$ cat src/rtl/fp_pkg.sv
// Shared constants and state encoding for the serial floating-point normaliser.
package fp_pkg;

    localparam int unsigned MAG_W = 11;
    localparam int unsigned EXP_W = 3;
    localparam int unsigned SIG_W = 4;

    localparam logic [EXP_W-1:0] EXP_MAX = 3'd7;

    typedef enum logic [1:0] {
        StIdle,
        StNorm,
        StRound,
        StDone
    } state_t;

endpackage

$ cat src/rtl/fp_round.sv
// Round-half-up of a normalised significand with carry renormalisation and saturation.
module fp_round #(
    parameter int unsigned EXP_W = fp_pkg::EXP_W,
    parameter int unsigned SIG_W = fp_pkg::SIG_W
) (
    input  logic [SIG_W-1:0] fp,
    input  logic             r,
    input  logic [EXP_W-1:0] e_in,
    output logic [SIG_W-1:0] f,
    output logic [EXP_W-1:0] e_out
);

    localparam logic [EXP_W-1:0] EMax = {EXP_W{1'b1}};

    logic [SIG_W:0] sum;

    always_comb begin
        sum   = {1'b0, fp} + {{SIG_W{1'b0}}, r};
        f     = sum[SIG_W-1:0];
        e_out = e_in;
        if (sum[SIG_W]) begin
            // Carry out of the significand: renormalise, or clamp at the top exponent.
            if (e_in == EMax) begin
                f = {SIG_W{1'b1}};
            end else begin
                f     = {1'b1, {(SIG_W-1){1'b0}}};
                e_out = e_in + 1'b1;
            end
        end
    end

endmodule

$ cat src/rtl/fp_normalizer.sv
// Serial normaliser: sign-magnitude in, (S, E, F) floating-point code out, valid/ready on both sides.
module fp_normalizer
    import fp_pkg::*;
#(
    parameter int unsigned MAG_W = fp_pkg::MAG_W,
    parameter int unsigned EXP_W = fp_pkg::EXP_W,
    parameter int unsigned SIG_W = fp_pkg::SIG_W
) (
    input  logic             clk,
    input  logic             rst_n,
    input  logic             in_valid,
    output logic             in_ready,
    input  logic             s_in,
    input  logic [MAG_W-1:0] x_in,
    output logic             out_valid,
    input  logic             out_ready,
    output logic             s_out,
    output logic [EXP_W-1:0] e_out,
    output logic [SIG_W-1:0] f_out
);

    localparam logic [EXP_W-1:0] CntMax = {EXP_W{1'b1}};

    state_t           state_q, state_d;
    logic [MAG_W-1:0] mag_q, mag_d;
    logic [EXP_W-1:0] cnt_q, cnt_d;
    logic             sign_q, sign_d;
    logic             s_q, s_d;
    logic [EXP_W-1:0] e_q, e_d;
    logic [SIG_W-1:0] f_q, f_d;
    logic [EXP_W-1:0] e_rnd;
    logic [SIG_W-1:0] f_rnd;

    fp_round #(
        .EXP_W (EXP_W),
        .SIG_W (SIG_W)
    ) u_round (
        .fp    (mag_q[MAG_W-1 -: SIG_W]),
        .r     (mag_q[MAG_W-1-SIG_W]),
        .e_in  (CntMax - cnt_q),
        .f     (f_rnd),
        .e_out (e_rnd)
    );

    always_comb begin
        state_d = state_q;
        mag_d   = mag_q;
        cnt_d   = cnt_q;
        sign_d  = sign_q;
        s_d     = s_q;
        e_d     = e_q;
        f_d     = f_q;
        unique case (state_q)
            StIdle: begin
                if (in_valid) begin
                    sign_d  = s_in;
                    mag_d   = x_in;
                    cnt_d   = '0;
                    state_d = StNorm;
                end
            end
            StNorm: begin
                if (mag_q[MAG_W-1] || cnt_q == CntMax) begin
                    state_d = StRound;
                end else begin
                    mag_d = mag_q << 1;
                    cnt_d = cnt_q + 1'b1;
                end
            end
            StRound: begin
                s_d     = sign_q;
                e_d     = e_rnd;
                f_d     = f_rnd;
                state_d = StDone;
            end
            StDone: begin
                if (out_ready) begin
                    state_d = StIdle;
                end
            end
            default: state_d = StIdle;
        endcase
    end

    always_ff @(posedge clk or negedge rst_n) begin
        if (!rst_n) begin
            state_q <= StIdle;
            mag_q   <= '0;
            cnt_q   <= '0;
            sign_q  <= 1'b0;
            s_q     <= 1'b0;
            e_q     <= '0;
            f_q     <= '0;
        end else begin
            state_q <= state_d;
            mag_q   <= mag_d;
            cnt_q   <= cnt_d;
            sign_q  <= sign_d;
            s_q     <= s_d;
            e_q     <= e_d;
            f_q     <= f_d;
        end
    end

    assign in_ready  = (state_q == StIdle);
    assign out_valid = (state_q == StDone);
    assign s_out     = s_q;
    assign e_out     = e_q;
    assign f_out     = f_q;

endmodule

$ cat config.mk
export PLATFORM = sky130hd
export DESIGN_NAME = fp_normalizer
export DESIGN_NICKNAME = d
export VERILOG_FILES = /design/src/rtl/fp_pkg.sv /design/src/rtl/fp_round.sv /design/src/rtl/fp_normalizer.sv
export SDC_FILE = /design/constraint.sdc
export NUM_CORES = 1
export LEC_CHECK = 0
export CAP_MARGIN = 20
export CORE_UTILIZATION = 45
export CTS_CLUSTER_SIZE = 25
export DETAILED_ROUTE_END_ITERATION = 7
export PLACE_DENSITY = 0.71
export SKIP_LAST_GASP = 1
export SLEW_MARGIN = 30
export SYNTH_ARGS = -nofsm -noshare
export SYNTH_HDL_FRONTEND = slang
export SYNTH_SLANG_ARGS = --single-unit
$ cat constraint.sdc
create_clock -name clk -period 3.9 [get_ports clk]
set_clock_uncertainty 0.2 [all_clocks]
set_input_delay 0.78 -clock clk [delete_from_list [all_inputs] [get_ports clk]]
set_output_delay 0.78 -clock clk [all_outputs]
set_load 0.005 [all_outputs]
; Word-level counts from Yosys, hierarchy flattened
; Index checks and enable logic that the tools add are counted.
[totals]
regBits = 25
word_cells = 40
[op_classes]
reduce_logical = 6
n_mux = 14
eq_ne = 9
add_sub_neg = 4
[ops]
columns = cell, n
row1 = $mux 11, 2
row2 = $pmux 11 s2, 1
row3 = $mux 3, 5
row4 = $pmux 2 s4, 1
row5 = $add 3x1->3 const B, 2
row6 = $eq 3x3->1 const B, 2
row7 = $mux 2, 3
row8 = $ne 2x2->1 const B, 3
row9 = $pmux 3 s2, 1
row10 = $reduce_and 3->1, 2
row11 = $add 4x1->5, 1
row12 = $eq 2x2->1 const B, 2
row13 = $mux 4, 1
row14 = $sub 3x3->3 const A, 1
row15 = $eq 2x1->1 const B, 1
row16 = $logic_not 2->1, 1
row17 = $ne 2x1->1 const B, 1
row18 = $reduce_and 2->1, 1
row19 = $reduce_bool 2->1, 1
row20 = $logic_or 1x1->1, 1

; Depth between registers and ports, before layout
; Gate-level depths: netlist (run 1).
[logic_depth]
word_depth = 4
ltp_mapped = 7

; By module
; From an unflattened synthesis (run 1), not the netlist that was laid out.
[hier_totals]
cells_unflattened = 108
area_unflattened_um2 = 1386.3
[modules_own_cells]
columns = mod, area_per_inst_um2, cells_per_inst, seq_area_each_um2, n_inst
row1 = fp_normalizer, 1246.2, 88, 625.6, 1
row2 = fp_round, 140.1, 20, 0.0, 1

; Worst setup path before layout (run 1)
; No wires, ideal clock.
[synth_path]
path_kind = input-to-reg
startpoint = in out_ready
endpoint = reg state_q[1]
setup_slack_ns = 1.994
arrival_ns = 1.579
setup_time_ns = 0.127
required_ns = 3.573
path_stages = 3
path_cell_list = inv_1 a222oi_1 mux2_1
[synth_via]
elab_chain_len = 2
[synth_lines]
columns = item, line
row1 = from (decl), fp_normalizer.sv:16  ; input logic out_ready,
row2 = $ne 2x1->1 (no line), n/a
row3 = $reduce_and 3->1 (no line), n/a
row4 = to (signal assigned), fp_normalizer.sv:87  ; state_q <= StIdle;
row5 = to (signal assigned), fp_normalizer.sv:95  ; state_q <= state_d;
row6 = to (decl), fp_normalizer.sv:24  ; state_t state_q, state_d;
; Every way passes these cells.
; A chain may end at the register's enable or synchronous reset.

; Final worst setup path (run 1)
[layout_path]
startpoint = reg state_q[0]
endpoint = out in_ready
[layout_via]
elab_chain_len = 1
[layout_lines]
columns = item, line
row1 = $logic_not 2->1, fp_normalizer.sv:105  ; assign in_ready = (state_q == StIdle);
row2 = to (decl), fp_normalizer.sv:12  ; output logic in_ready,
; Every way passes these cells.

==> summary.txt, run 1 <==
Run status
  • Run status: finished, final reports clean

Clock tree
  • CTS buffer count: 3
  • Root Buffer: clkbuf_4
  • CTS clock-pin slew for the worst setup and hold paths: 0.13 ns
  • Cts hold-fix bufs: 0
  • Clk Latency, worst-skew pair: 0.32 ns
  • CTS tree: yes
  • # H-tree levels: 1
  • Setup Buffers After CTS: 0
  • Max clock buf depth: 2
  • CTS Sinks: 25
  • Post_cts resized: 0

Synth
  • Register area share after synthesis: 0.4550
  • Synthesized Nets: 138
  • Synthesized flop and latch total: 25
  • Post-Synth Adder-Cell Area: 0.09099
  • Xor/xnor share of the synthesized area: 0
  • Mean Syn Cell Area: 12.28 µm²
  • Yosys top cell area share: 0.4550
  • Compound-Gate Fraction of Synth Area: 0.08644
  • Synth cell types: 33
  • Syn Inst Count: 112
  • Simple-gate area share of the yosys netlist: 0.07370
  • Multiplexer share of the synthesized area: 0.2475
  • Synth area leader: dfrtp_1
  • Dominant cells by area after synthesis: dfrtp_1, mux2_2, ha_1
  • Main combinational cell family by area after synthesis: multiplexers
  • Cell area after synthesis: 1375 µm²
  • Yosys warns: 0

Critical path
  • Critical path depth in cells: 3
  • Crit path buffers/inverters: 2
  • CP Class: flip-flop to primary output
  • CP required: 2.92 ns
  • Cell family with most CP delay: buffers and inverters
  • CP arrival: 1.68 ns
  • Worst Reg2Reg Path Length in Cells: 4
  • CP peak stage delay: 0.54 ns
  • Critical path capture point type: primary output
  • CP max-delay cell: clkdlybuf4s50_1
  • Critical path startpoint category: flip-flop
  • Crit-path cells: inv_1 -> ha_1 -> clkdlybuf4s50_1
  • CP max FO: 5

Detailed routing
  • Number of routed nets with antenna violations: 0
  • Residual DRC: 0
  • First-pass DRT Iterations: 4
  • Final WL: 2266 µm
  • Wire per inst: 13.41 µm
  • Via count: 919
  • DRT iter0 DRCs: 19
  • Drt via density: 5.438

Power and ir drop
  • Pwr Density: 783.2 nW/µm²
  • Leak Pwr: 0.7672 nW
  • Net switching component of the power: 0.4648 mW
  • Cell internal pwr: 0.8386 mW
  • Sw frac: 0.3566
  • Peak supply drop: 359.5 µV
  • Seq pwr share: 0.363
  • Combinational Power Share: 0.550
  • Clk pwr share: 0.087

GRT
  • Global-route wire length before repair: 4112 µm
  • Number of global-route vias before repair: 924
  • Initial antenna violation count: 0
  • Largest net degree at the start of global routing: 26
  • All-layer global routing usage: 0.1627
  • Remaining Overflow, GRT: 0

Place
  • Placer congestion estimate: 0.7209
  • Detailed Place HPWL: 1741 µm
  • Pre-CTS setup slack: 1.299 ns
  • Port buffer count: 25

STA
  • Max-slew headroom: 0.4033
  • Fmax: 375.8 MHz
  • Count of pins over their slew limit: 0
  • Unrepaired setup endpoints after global routing: no
  • Fin Setup TNS: 0 ns
  • Fin crit share: 0.6823
  • Final setup viols: 0
  • Setup slack after layout: 1.239 ns
  • Crit path time final: 2.661 ns
  • Slew @ Worst Pin: 0.8925 ns
  • Final Hold Fails: 0

Finish
  • Antenna Cells: 0
  • P&R area growth vs syn: 21.02%
  • Layout cells sized above 1: 0.2029
  • Nets: 165
  • Register Area: 625.6 µm²
  • Fillers: 248
  • Area of the multi-input gates: 685.7 µm²

Die
  • Die X: 57.28 µm
  • Die height: 57.28 µm
  • Initial core utilization: 0.4861
  • Site Rows: 19
  • # IOs: 26
  • Die ar.: 3281 µm²
  • Core Area: 2829 µm²

Hold path
  • HP Class: flip-flop to flip-flop
  • Hold path depth: 1

Flow run
  • # Max-Cap Violations: 0
==> power groups by stage <==
stage	combinational, mW	clock (mW)	sequential [mW]
after floorplan	0.551	0	0.462
after global placement	0.699	0	0.474
after detailed placement	0.727	0	0.479
after CTS	0.730	0.119	0.474
after global routing	0.795	0.127	0.491
final	0.716	0.114	0.473
==> flip-flops by register name, indices dropped and copies added, names as in the netlist <==
register  flops
s_out         1
e_out         3
mag_q        11
f_out         4
cnt_q         3
state_q       2
sign_q        1
==> worst paths after layout <==
check,startpoint,endpoint,slack (ns)
worst max-delay path,state_q[0],in_ready,1.24
worst min-delay path,f_out[2],f_out[2],0.30
worst max register to register,state_q[1],mag_q[3],1.42
worst min register to register,f_out[2],f_out[2],0.30
max in group asynchronous,rst_n,mag_q[6],2.65
min in group asynchronous,rst_n,sign_q,0.60
==> synth_stat cells <==
cell and n:
clkbuf_1 1, o211ai_2 1, buf_4 1, o21a_1 1, a22o_1 1, nor4_1 1
o2bb2ai_1 1, nor2_1 5, nor2_2 1, dfrtp_1 25, nand2_1 5, nor3_1 1
a21bo_1 1, o21ai_0 2, o31ai_1 1, nand3_1 1, o21ai_1 1, mux2_4 6
nand2b_1 1, nand3_2 1, nand4_1 2, buf_6 2, inv_1 8, a21oi_1 3
a222oi_1 1, nor2b_1 2, mux2_1 1, ha_1 10, mux2i_1 7, mux2_2 15
a31oi_1 1, o31a_1 1, a311oi_1 1
==> stage by stage <==
stage	hold WS [ns]	util	std cells	power [mW]	cell area (µm²)
detailed placement	0.2725	0.5789	165	1.206	1638
CTS	0.3064	0.5882	169	1.324	1664
global route	0.3351	0.5882	169	1.414	1664
finish	0.3022	0.5882	169	1.303	1664
floorplan	0.2736	-	112	1.013	1375
global placement	0.2712	0.5789	165	1.174	1638
==> per-layer routing <==
metal  part of all wire  global-route usage  wire length (µm)  vias up
met5                  0                   0                 0        -
met4              0.012             0.04181                27        0
met3              0.039             0.04082                89        4
met2               0.51              0.2706              1145       18
met1               0.44              0.2135              1003      448
li1                   -                   -                 -      449
==> kinds of logic after synthesis <==
family	count (synthesis)
AO/OA/AOI/OAI	16
adder cells (fa/ha/maj)	10
buffers and inverters	12
AND/OR/NAND/NOR	20
flip-flops	25
multiplexers	29
==> layout make-up <==
cell class | instances | area share
multi-input combinational | 75 | 0.4120
sequential | 25 | 0.3759
timing repair buffer | 26 | 0.1549
tap | 31 | 0.02331
inverter | 8 | 0.01805
clock buffer | 4 | 0.01579
==> placed cells by master, fill, tap and decap left out, types with 2 or more instances in the layout <==
master	instances
clkdlybuf4s50_1	25
ha_1	10
nand2_1	5
mux2_2	15
nor2b_1	2
mux2_4	6
nand4_1	2
clkbuf_4	3
nor2_1	5
dfrtp_1	25
o21ai_0	2
mux2i_1	7
a21oi_1	3
inv_1	8
Note: power is estimated with default switching activity, not from simulation.
==> run 2, diff against run 1 <==
==> constraint.sdc (replaced) <==
create_clock -name clk -period 2.49 [get_ports clk]
set_clock_uncertainty 0.2 [all_clocks]
set_input_delay 0.498 -clock clk [delete_from_list [all_inputs] [get_ports clk]]
set_output_delay 0.498 -clock clk [all_outputs]
set_load 0.005 [all_outputs]
==> summary.txt, run 2 (synthesized netlist as in run 1, its figures left out) <==
Run status
  • Run status: finished, final reports clean

Die
  • Site Rows: 19 (unchanged)
  • # IOs: 26 (unchanged)
  • Initial core utilization: 0.4861 (unchanged)
  • Die ar.: 3281 µm² (unchanged)
  • Die height: 57.28 µm (unchanged)
  • Die X: 57.28 µm (unchanged)
  • Core Area: 2829 µm² (unchanged)

Clock tree
  • CTS Sinks: 25 (unchanged)
  • Max clock buf depth: 2 (unchanged)
  • Root Buffer: clkbuf_4
  • Setup Buffers After CTS: 0 (unchanged)
  • Clk Latency, worst-skew pair: 0.32 ns (about the same)
  • CTS tree: yes
  • # H-tree levels: 1 (unchanged)
  • Post_cts resized: 0 (unchanged)
  • CTS buffer count: 3 (unchanged)
  • CTS clock-pin slew for the worst setup and hold paths: 0.13 ns (about the same)
  • Cts hold-fix bufs: 0 (unchanged)

STA
  • Slew @ Worst Pin: 0.7134 ns (-0.1791 ns)
  • Count of pins over their slew limit: 0 (unchanged)
  • Setup slack after layout: 0.1363 ns (-1.103 ns)
  • Final Hold Fails: 0 (unchanged)
  • Fmax: 424.9 MHz
  • Fin crit share: 0.9453
  • Final setup viols: 0 (unchanged)
  • Max-slew headroom: 0.5230 (+0.1197)
  • Crit path time final: 2.354 ns
  • Unrepaired setup endpoints after global routing: no
  • Fin Setup TNS: 0 ns (unchanged)

Place
  • Pre-CTS setup slack: 0.2352 ns (-1.064 ns)
  • Cell total after placement: 168 (+1.8%)
  • Detailed Place HPWL: 1739 µm (-0.11%)
  • Port buffer count: 25 (unchanged)
  • Placer congestion estimate: 0.7201 (-0.11%)

Critical path
  • CP max-delay cell: clkdlybuf4s50_1
  • CP arrival: 1.66 ns (-0.02 ns)
  • Cell family with most CP delay: buffers and inverters
  • Critical path capture point type: primary output
  • CP max FO: 5 (unchanged)
  • CP peak stage delay: 0.53 ns (about the same)
  • CP Class: flip-flop to primary output
  • Critical path startpoint category: flip-flop
  • Crit path buffers/inverters: 2 (unchanged)
  • CP required: 1.79 ns (-1.13 ns)
  • Crit-path cells: inv_1 -> ha_1 -> clkdlybuf4s50_1

Detailed routing
  • Top Metal Used: met4
  • DRT iter0 DRCs: 19 (unchanged)
  • Via count: 910 (-0.98%)
  • WL met3: 82 µm (-7.9%)
  • Residual DRC: 0 (unchanged)
  • Final WL: 2323 µm (+2.5%)
  • Number of routed nets with antenna violations: 0 (unchanged)
  • Met1 Routed Length: 1082 µm (+7.9%)
  • Drt via density: 5.291 (-2.7%)
  • Wire per inst: 13.51 µm (+0.73%)
  • WL met2: 1135 µm (-0.87%)
  • First-pass DRT Iterations: 4 (unchanged)

Hold path
  • HP Class: flip-flop to flip-flop

Finish
  • Area of the multi-input gates: 685.7 µm² (unchanged)
  • Nets: 168 (+1.8%)
  • Commonest non-fill, non-tap cells in the layout: dfrtp_1, clkdlybuf4s50_1, mux2_2
  • Final Non-Filler Cells: 172 (+1.8%)
  • Antenna Cells: 0 (unchanged)
  • Fillers: 243 (-2.0%)
  • Largest Register: mag_q
  • Register Area: 625.6 µm² (unchanged)
  • P&R area growth vs syn: 22.66%
  • Layout cells sized above 1: 0.2199 (+0.01696)
  • Largest register FFs: 11 (unchanged)

GRT
  • All-layer global routing usage: 0.1599 (-0.002808)
  • Initial antenna violation count: 0 (unchanged)
  • Remaining Overflow, GRT: 0 (unchanged)
  • Number of global-route vias before repair: 934 (+1.1%)
  • Global-route wire length before repair: 4002 µm (-2.7%)
  • Largest net degree at the start of global routing: 26 (unchanged)

Power and ir drop
  • Pwr Density: 1234 nW/µm² (+58%)
  • Peak supply drop: 621.4 µV (+73%)
  • Leak Pwr: 0.7821 nW (+1.9%)

Flow run
  • # Max-Cap Violations: 0 (unchanged)
-- run 2: changes by cell type in the layout (fill, tap and decap cells not counted) --
cell   change
buf_4      +3
-- run 2: metrics by stage --
stage / cell area (µm²) / power [mW] / util / hold WS [ns]
5_1_grt: 1687 / 2.237 / 0.5962 / 0.3348
6_report: 1687 / 2.082 / 0.5962 / 0.3062
3_5_place_dp: 1660 / 1.919 / 0.5869 / 0.2802
3_3_place_gp: 1660 / 1.880 / 0.5869 / 0.2738
2_1_floorplan: 1375 / 1.587 / - / 0.002409
4_1_cts: 1687 / 2.103 / 0.5962 / 0.3126
-- run 2: final cells by class --
type | instances | share of cell area
clock buffers | 4 | 0.01558
inverters | 8 | 0.01780
multi-input cells | 75 | 0.4065
flip-flops and latches | 25 | 0.3709
well taps | 31 | 0.02300
repair buffers | 29 | 0.1662
-- run 2: routing by layer --
layer,vias up,global-route usage
met2,18,0.2840
met5,-,0
met4,0,0.05226
met1,434,0.1886
met3,2,0.04082
li1,456,-
-- run 2: tightest hold or removal path: stages (launching register included) --
cell and delay (ns):
dfrtp_1 0.37, nand2_1 0.06, o31ai_1 0.05
-- run 2: path summary, 6_finish.rpt --
| path | slack (ns) | endpoint | cells past startpoint | from |
|---|---|---|---|---|
| worst max-delay path | 0.14 | in_ready | 3 | state_q[0] |
| worst min-delay path | 0.31 | e_out[0] | 2 | e_out[0] |
| worst max register to register | 0.40 | cnt_q[1] | 5 | state_q[0] |
| worst min register to register | 0.31 | e_out[0] | 2 | e_out[0] |
| max in group asynchronous | 1.52 | cnt_q[1] | 2 | rst_n |
| min in group asynchronous | 0.32 | sign_q | 2 | rst_n |
-- run 2: where the power goes --
group | total [mW] | internal (mW) | leakage [nW] | switching, mW
clock network | 0.179 | 0.0626 | 0.0150 | 0.116
logic | 1.16 | 0.678 | 0.472 | 0.483
registers | 0.742 | 0.603 | 0.295 | 0.139
total | 2.08 | 1.34 | 0.782 | 0.738
